==> src/rtl/ps2_rx.sv <==
// PS/2 device-to-host frame receiver: synchronizes and de-glitches PS2Clk, shifts in
// start/8 data/parity/stop bits on filtered falling edges and reports byte, parity or framing status.
module ps2_rx #(
    parameter int FILTER_LEN     = 8,
    parameter int TIMEOUT_CYCLES = 100000
) (
    input  logic       Clk,
    input  logic       Reset,
    input  logic       PS2Clk,
    input  logic       PS2Data,
    input  logic       Enable,
    output logic [7:0] Data,
    output logic       Valid,
    output logic       ParityErr,
    output logic       FrameErr,
    output logic       Busy
);

    localparam int TW = $clog2(TIMEOUT_CYCLES + 1);

    localparam logic [1:0] ST_IDLE   = 2'd0;
    localparam logic [1:0] ST_DATA   = 2'd1;
    localparam logic [1:0] ST_PARITY = 2'd2;
    localparam logic [1:0] ST_STOP   = 2'd3;

    localparam logic [7:0]    FILT_LAST = 8'(FILTER_LEN - 1);
    localparam logic [TW-1:0] TO_LAST   = TW'(TIMEOUT_CYCLES - 1);
    localparam logic [TW-1:0] TO_MAX    = TW'(TIMEOUT_CYCLES);

    // Odd parity over the data byte and its parity bit holds when the total XOR is 1.
    function automatic logic odd_parity_ok(input logic [7:0] d, input logic p);
        return ^{d, p};
    endfunction

    logic          clk_s1_q, clk_s2_q, dat_s1_q, dat_s2_q;
    logic          filt_q, filt_d;
    logic [7:0]    fcnt_q, fcnt_d;
    logic          fall_q, fall_d;
    logic [1:0]    state_q, state_d;
    logic [2:0]    bitcnt_q, bitcnt_d;
    logic [7:0]    shift_q, shift_d;
    logic          par_q, par_d;
    logic [TW-1:0] to_cnt_q, to_cnt_d;
    logic [7:0]    data_q, data_d;
    logic          valid_q, valid_d;
    logic          perr_q, perr_d;
    logic          ferr_q, ferr_d;
    logic          busy_q, busy_d;
    logic          timeout_s;

    // Two-flop synchronizers for both PS/2 lines; idle-high after reset.
    always_ff @(posedge Clk or negedge Reset) begin
        if (!Reset) begin
            clk_s1_q <= 1'b1;
            clk_s2_q <= 1'b1;
            dat_s1_q <= 1'b1;
            dat_s2_q <= 1'b1;
        end else begin
            clk_s1_q <= PS2Clk;
            clk_s2_q <= clk_s1_q;
            dat_s1_q <= PS2Data;
            dat_s2_q <= dat_s1_q;
        end
    end

    // Glitch filter: the level only follows after FILTER_LEN consecutive differing samples.
    always_comb begin
        filt_d = filt_q;
        fcnt_d = 8'd0;
        if (clk_s2_q != filt_q) begin
            if (fcnt_q >= FILT_LAST) begin
                filt_d = ~filt_q;
                fcnt_d = 8'd0;
            end else begin
                fcnt_d = fcnt_q + 8'd1;
            end
        end else begin
            fcnt_d = 8'd0;
        end
        fall_d = filt_q & ~filt_d;
    end

    // Frame FSM, timeout supervision and output pulse generation.
    always_comb begin
        state_d  = state_q;
        bitcnt_d = bitcnt_q;
        shift_d  = shift_q;
        par_d    = par_q;
        data_d   = data_q;
        valid_d  = 1'b0;
        perr_d   = 1'b0;
        ferr_d   = 1'b0;

        if (!Enable || (state_q == ST_IDLE) || fall_q) begin
            to_cnt_d = '0;
        end else if (to_cnt_q != TO_MAX) begin
            to_cnt_d = to_cnt_q + TW'(1);
        end else begin
            to_cnt_d = to_cnt_q;
        end

        // A strobe landing on the limit cycle wins: the frame made progress.
        timeout_s = (state_q != ST_IDLE) && (to_cnt_q >= TO_LAST) && !fall_q;

        if (!Enable) begin
            state_d  = ST_IDLE;
            bitcnt_d = 3'd0;
        end else if (fall_q) begin
            case (state_q)
                ST_IDLE: begin
                    if (!dat_s2_q) begin
                        state_d  = ST_DATA;
                        bitcnt_d = 3'd0;
                    end else begin
                        state_d = ST_IDLE;
                    end
                end
                ST_DATA: begin
                    shift_d = {dat_s2_q, shift_q[7:1]};
                    if (bitcnt_q == 3'd7) begin
                        state_d  = ST_PARITY;
                        bitcnt_d = 3'd0;
                    end else begin
                        bitcnt_d = bitcnt_q + 3'd1;
                    end
                end
                ST_PARITY: begin
                    par_d   = dat_s2_q;
                    state_d = ST_STOP;
                end
                ST_STOP: begin
                    if (!dat_s2_q) begin
                        ferr_d = 1'b1;
                    end else if (odd_parity_ok(shift_q, par_q)) begin
                        valid_d = 1'b1;
                        data_d  = shift_q;
                    end else begin
                        perr_d = 1'b1;
                    end
                    state_d = ST_IDLE;
                end
                default: begin
                    state_d  = ST_IDLE;
                    bitcnt_d = 3'd0;
                end
            endcase
        end else if (timeout_s) begin
            ferr_d   = 1'b1;
            state_d  = ST_IDLE;
            bitcnt_d = 3'd0;
        end else begin
            state_d = state_q;
        end

        busy_d = (state_d != ST_IDLE);
    end

    // State, datapath and registered outputs.
    always_ff @(posedge Clk or negedge Reset) begin
        if (!Reset) begin
            filt_q   <= 1'b1;
            fcnt_q   <= 8'd0;
            fall_q   <= 1'b0;
            state_q  <= ST_IDLE;
            bitcnt_q <= 3'd0;
            shift_q  <= 8'd0;
            par_q    <= 1'b0;
            to_cnt_q <= '0;
            data_q   <= 8'd0;
            valid_q  <= 1'b0;
            perr_q   <= 1'b0;
            ferr_q   <= 1'b0;
            busy_q   <= 1'b0;
        end else begin
            filt_q   <= filt_d;
            fcnt_q   <= fcnt_d;
            fall_q   <= fall_d;
            state_q  <= state_d;
            bitcnt_q <= bitcnt_d;
            shift_q  <= shift_d;
            par_q    <= par_d;
            to_cnt_q <= to_cnt_d;
            data_q   <= data_d;
            valid_q  <= valid_d;
            perr_q   <= perr_d;
            ferr_q   <= ferr_d;
            busy_q   <= busy_d;
        end
    end

    assign Data      = data_q;
    assign Valid     = valid_q;
    assign ParityErr = perr_q;
    assign FrameErr  = ferr_q;
    assign Busy      = busy_q;

endmodule

==> config.mk <==
export PLATFORM = sky130hd
export DESIGN_NAME = ps2_rx
export DESIGN_NICKNAME = d
export VERILOG_FILES = /design/src/rtl/ps2_rx.sv
export SDC_FILE = /design/constraint.sdc
export NUM_CORES = 1
export LEC_CHECK = 0
export CORE_ASPECT_RATIO = 1.25
export CORE_MARGIN = 1
export CORE_UTILIZATION = 60
export DETAILED_ROUTE_END_ITERATION = 16
export DONT_BUFFER_PORTS = 1
export HOLD_SLACK_MARGIN = 0.02
export PLACE_DENSITY = 0.74
export SYNTH_ARGS = -nofsm -noshare
export SYNTH_HDL_FRONTEND = slang
export SYNTH_SLANG_ARGS = --single-unit
==> constraint.sdc <==
create_clock -name Clk -period 2.34 [get_ports Clk]
set_input_delay 0.468 -clock Clk [delete_from_list [all_inputs] [get_ports Clk]]
set_output_delay 0.468 -clock Clk [all_outputs]
set_load 0.1 [all_outputs]
==> results list <==
- The congestion estimate from routability-driven global placement came to 0.824.
- Cells fill 70.4% of the core in the end.
* Total routed wirelength: 4.45 mm
- In this run, the number of DRC markers left after iteration 0 of detailed routing was 93.
- Number of antenna repair diodes: 0
- Before CTS, the worst setup slack after placement is 0.299 ns.
- Synthesis handed over a netlist of 231 instances.
* Min setup slack post-route: 0.263 ns
- The first global-routing pass estimated 7.27 mm of wire.
- Layout-stage area growth over the synthesis result: 11.8%
- CP Launch Type: flop
* Worst-case vdd ir drop: 0.000664 V
* Final-report setup violation count: 0
* Max-capacitance violation count: 0
* Largest fanout on the critical path: 8
* Top cells by count, synth: dfrtp_1, nor2_1, nand2_1
- Cell Area, Synth: 2600 sq um
* Core box area: 4130 sq um
- Static leakage power: 1.28 nW
- The clock tree synthesis step divided the H-tree into 3 levels.
- 17 I/O pins were placed.
- Slew Viols, Final: 0
* Clk_skew: 0.00626 ns
- Summed over its instances, the top area cell type makes up 50.0% of the synthesized netlist area.
- Clock tree synthesis selected as its root buffer the cell clkbuf_8.
* Remaining global-route overflow: 0
* Total number of vias: 1726
- Total of flip-flops plus latches after synthesis: 57
- The run finished with clean final reports.
- After detailed routing, the number of remaining DRC violations is 0.
* Proportion of synthesized flip-flops having asynchronous set or reset: 100%
- Worst Path Required: 2.56 ns
- Clock tree synthesis inserted a total of 9 buffers.
* Critical path endpoint category: flop
- The later pin in the worst-skew pair is clocked with a latency of 0.33 ns.
- Placed wire-length estimate after detailed placement: 2.88 mm
- IO Port Bufs: 0
* Synth area leader: dfrtp_1
* Sequential share of the synthesized area: 55.1%
- Derived from the worst setup path, the maximum achievable clock frequency is 481 MHz.
- For the worst setup path, the data arrival time is 2.29 ns.
- Area enclosed by the die boundary: 4600 sq um
* Synth Flop Type: dfrtp_1
* Final net count: 254
- For the pin with the worst max-slew slack, the measured transition is 1.15 ns.
- Yosys warning total: 0
* First-pass iteration count of the detailed router: 4
- The floorplan step set the die width to 60.9 microns.
* Setup Total Neg Slack: 0 ns
- The final number of hold-violating endpoints was 0.
* Clock transition at path regs: 0.07 ns
- Layout cell share with drive strength beyond 1: 19.7%
* Unrepaired setup endpoints after global routing: false
* EDFF count, synth: 0
* Max_slew headroom: 23.1%
- In this run the vertical extent of the chip is 75.6 microns.
- The tightest hold path in the finished design has a slack of 0.131 ns.
- Number of global-route vias before repair: 1655
* Remaining number of nets flagged by the antenna check after routing: 0
- Number of placement rows: 26
- Final clock period utilization by the worst path: 88.8%
- After synthesis, the mean cell area works out to 11.3 sq um.
- Using the TritonRoute via totals, the vias-per-cell ratio works out to 5.66.
- Number of buffers between clock root and the deepest sink: 2
- The tightest min-delay check is of the in2reg type.
* Instance count after placement with tap cells included: 287
- Dividing the detail-routed wire length by the instance count gives 14.6 microns.
- The synthesized netlist contains 50 unique library cells.
- Number of instances resized during post-cts repair: 0
* Post-layout min period: 2.08 ns
* Kind of critical path: reg2reg
- After the flow finishes, the layout carries non-filler instances totaling 305.
- Entering global routing, the biggest net connects 58 pins.
- For this configuration, the core starts out at a cell density of 63.0%.
- TritonCTS clock tree: yes
* Biggest area contributors in the synthesized netlist: dfrtp_1, mux2_2, dfstp_2
- Most frequent cell after synthesis: dfrtp_1
- Total routing usage reported by global routing: 22.3%
- The number of antenna violations at the first check in global routing came to 0.
- The clock drives 57 sinks.
* Cell area power density: 737 nW/um^2
metrics by stage:
| step | total power (W) | cell area (sq um) |
|---|---|---|
| 2_1_floorplan | 0.00120 | 2610 |
| 5_1_grt | 0.00223 | 2910 |
| 4_1_cts | 0.00215 | 2910 |
| 3_3_place_gp | 0.00121 | 2670 |
| 6_report | 0.00214 | 2910 |
| 3_5_place_dp | 0.00122 | 2670 |
sequential cells by signal (all words and copies together) (netlist names), 2 cells and up:
| signal | flops |
|---|---|
| shift_q | 8 |
| Data | 8 |
| state_q | 2 |
| to_cnt_q | 17 |
| fcnt_q | 8 |
| bitcnt_q | 3 |
power breakdown:
group | leakage [nW] | switching (W) | internal [W]
sequential | 0.765 | 0.0000297 | 0.00102
combinational | 0.425 | 0.000116 | 0.0000629
clock | 0.0921 | 0.000418 | 0.000497
total | 1.28 | 0.000564 | 0.00158
final timing paths:
kind,startpoint,slack (ns),to,cells after the start
max in group asynchronous,Reset,1.39,clk_s1_q,2
worst max register to register,shift_q[4],0.26,Data[6],5
worst max-delay path,shift_q[4],0.26,Data[6],5
min in group asynchronous,Reset,0.67,shift_q[4],2
worst min-delay path,PS2Data,0.13,dat_s1_q,0
worst min register to register,dat_s1_q,0.36,dat_s2_q,0
layout by cell type, fill, tap and decap left out, types with 2 or more instances in the layout:
| master | count |
|---|---|
| nand3_1 | 8 |
| nor3b_1 | 2 |
| mux2_2 | 14 |
| nand2_1 | 19 |
| a21boi_0 | 2 |
| nand4_1 | 6 |
| and3_1 | 3 |
| o21ai_0 | 10 |
| conb_1 | 4 |
| nor3_1 | 4 |
| a21oi_1 | 6 |
| dfrtp_1 | 52 |
| nand4b_1 | 3 |
| buf_4 | 5 |
| a22o_1 | 2 |
| xnor2_1 | 10 |
| inv_1 | 7 |
| clkbuf_8 | 9 |
| clkinvlp_4 | 3 |
| clkinv_4 | 2 |
| ha_1 | 5 |
| xor2_1 | 10 |
| nor2_1 | 27 |
| dfstp_2 | 5 |
| or3_1 | 3 |
| nand3b_1 | 2 |
worst max-delay path: stages (launching register included):
cell and delay (ns):
dfrtp_1 0.42, xnor2_1 0.26, xnor2_1 0.14, xnor2_2 0.31, mux2i_4 0.44, mux2_2 0.39
metal layers:
metal	global-route usage [%]	wire [microns]	up-vias
met4	11.9	68	0
met5	0	0	-
li1	-	-	817
met1	24.6	1830	858
met2	38.8	2370	45
met3	6.11	182	6
cells by family after synthesis:
logic type / after synthesis / synth area share, %
AO/OA/AOI/OAI: 28 / 6.97
XOR/XNOR: 21 / 7.36
adder cells (fa/ha/maj): 5 / 2.41
buffers and inverters: 15 / 3.03
flip-flops: 57 / 55.1
multiplexers: 17 / 7.89
other: 1 / 0.144
AND/OR/NAND/NOR: 87 / 17.1
what timing repair did:
| action | 4_1_cts | 5_1_grt |
|---|---|---|
| hold buffers | 2 | 0 |
| buffers inserted | 0 | 0 |
| endpoints found under the hold margin | 57 | 0 |
layout make-up:
cell class	instances	area (sq um)
multi-input combinational	162	1100
clock inverter	7	78.8
tap	56	70.1
sequential	57	1430
timing repair buffer	7	75.1
fill	316	1220
clock buffer	9	124
inverter	7	26.3
Power figures use the tool's default switching activity.
==> edit: new RTL, config.mk and constraints unchanged <==
Set the parameter `TIMEOUT_CYCLES` to 50000 (it was 100000).
--- a/src/rtl/ps2_rx.sv
+++ b/src/rtl/ps2_rx.sv
@@ -4,3 +4,3 @@
     parameter int FILTER_LEN     = 8,
-    parameter int TIMEOUT_CYCLES = 100000
+    parameter int TIMEOUT_CYCLES = 50000
 ) (
Check against the original RTL: same outputs for any inputs over 10 cycles, from zero or initial values and one cycle with Reset low; that may be too few to reach the edited logic, so the function may still have changed.
==> edit against the unedited design <==
- sequential cell count fell by 1
- clock skew rose by 0.0049 ns
- design area decreased by 7.7%
- area after synthesis is 5.5% lower
- wire length fell by 12%
- setup slack improved by 0.080 ns
- sequential share of layout area increased by 3.2 points
Power is not compared: it rests on default switching activity, and its combinational part moved more than twofold at a synthesized area within 25%.
==> edit: results (changes against the unedited design) <==
Parameter                              Value

Critical path
  CP arrival    2.19 ns (-0.10 ns)
  Worst setup path endpoint    Data[5]

Finish
  Final layout net count    232 (-8.7%)
  Sequential share of cell area    52.4% (+3.2 points)
  Number of flip-flops in the largest register    16 (-1)
  Non-Clock Buffer Area Fraction    3.08% (+0.49 points)
  Count of inverters not on the clock network in the layout    4 (-3)
  Layout-stage area growth over the synthesis result    9.27%

Global route
  Overall routing resource usage    20.8% (-1.5 points)
  Met1 track demand over resource in global routing    25.7% (+1.1 points)
  Largest net degree at the start of global routing    57 (-1.7%)
  Vias in the first global route    1537 (-7.1%)
  Met3 Track Usage GR    3.70% (-2.4 points)

Synthesis
  Synth Area in Adders    2.55% (+0.14 points)
  Multiplexer share of the synthesized area    9.11% (+1.2 points)
  Synth Area in Compound Gates    6.11% (-0.86 points)
  #FFs+latches synth    56 (-1.8%)
  Post-synthesis sequential area ratio    57.3% (+2.2 points)
  Post-synthesis xor/xnor area fraction    8.15% (+0.79 points)

Clocking
  Number of CTS-inserted buffers    5 (-4)
  Clock latency at the later pin of the worst-skew pair    0.31 ns (-0.02 ns)
  Clock Pin Slew Worst Setup and Hold Paths    0.10 ns (+0.03 ns)

Timing
  Worst clock skew    0.0111 ns (+0.00487 ns)

Route
  Wire length on met2    2030 um (-14%)
  Final wirelength    3910 um (-12%)
  Count of routing violations after the opening detailed-route iteration    81 (-13%)

Placed design
  Final weighted congestion in routability-driven placement    0.923 (+12%)
  Sum of net half-perimeters after detailed placement    2760 um (-4.2%)
  Placed Cells incl. Taps    267 (-7.0%)

Outcome
  Status    finished clean
## edit: changes by cell type in the layout (fill, tap and decap cells not counted), sizes merged, moves of 3 or more
| cell | change |
|---|---|
| nand4b | -3 |
| inv | -4 |
| clkbuf | -3 |
| o21ai | -3 |
| nand2 | -4 |
| and2 | +3 |
| nor2 | -4 |
| o211ai | +3 |
## edit: critical path, cell delays in order (launching register included)
cell	delay, ns
dfrtp_1	0.42
xnor2_1	0.20
xnor2_1	0.13
xnor2_2	0.32
mux2i_4	0.44
mux2_2	0.38
## edit: power groups by stage
| stage | registers, mW | logic (mW) | clock network, mW |
|---|---|---|---|
| finish | 1.01 | 0.0850 | 0.515 |
| floorplan | 1.02 | 0.0502 | 0 |
| CTS | 1.01 | 0.0873 | 0.528 |
| global placement | 1.02 | 0.0589 | 0 |
| global route | 1.01 | 0.0960 | 0.568 |
| detailed placement | 1.03 | 0.0617 | 0 |
## edit: repair_timing
action / CTS / global route
hold buffers: 2 / 0
setup endpoints to repair: 0 / 0
endpoints found under the hold margin: 56 / 0
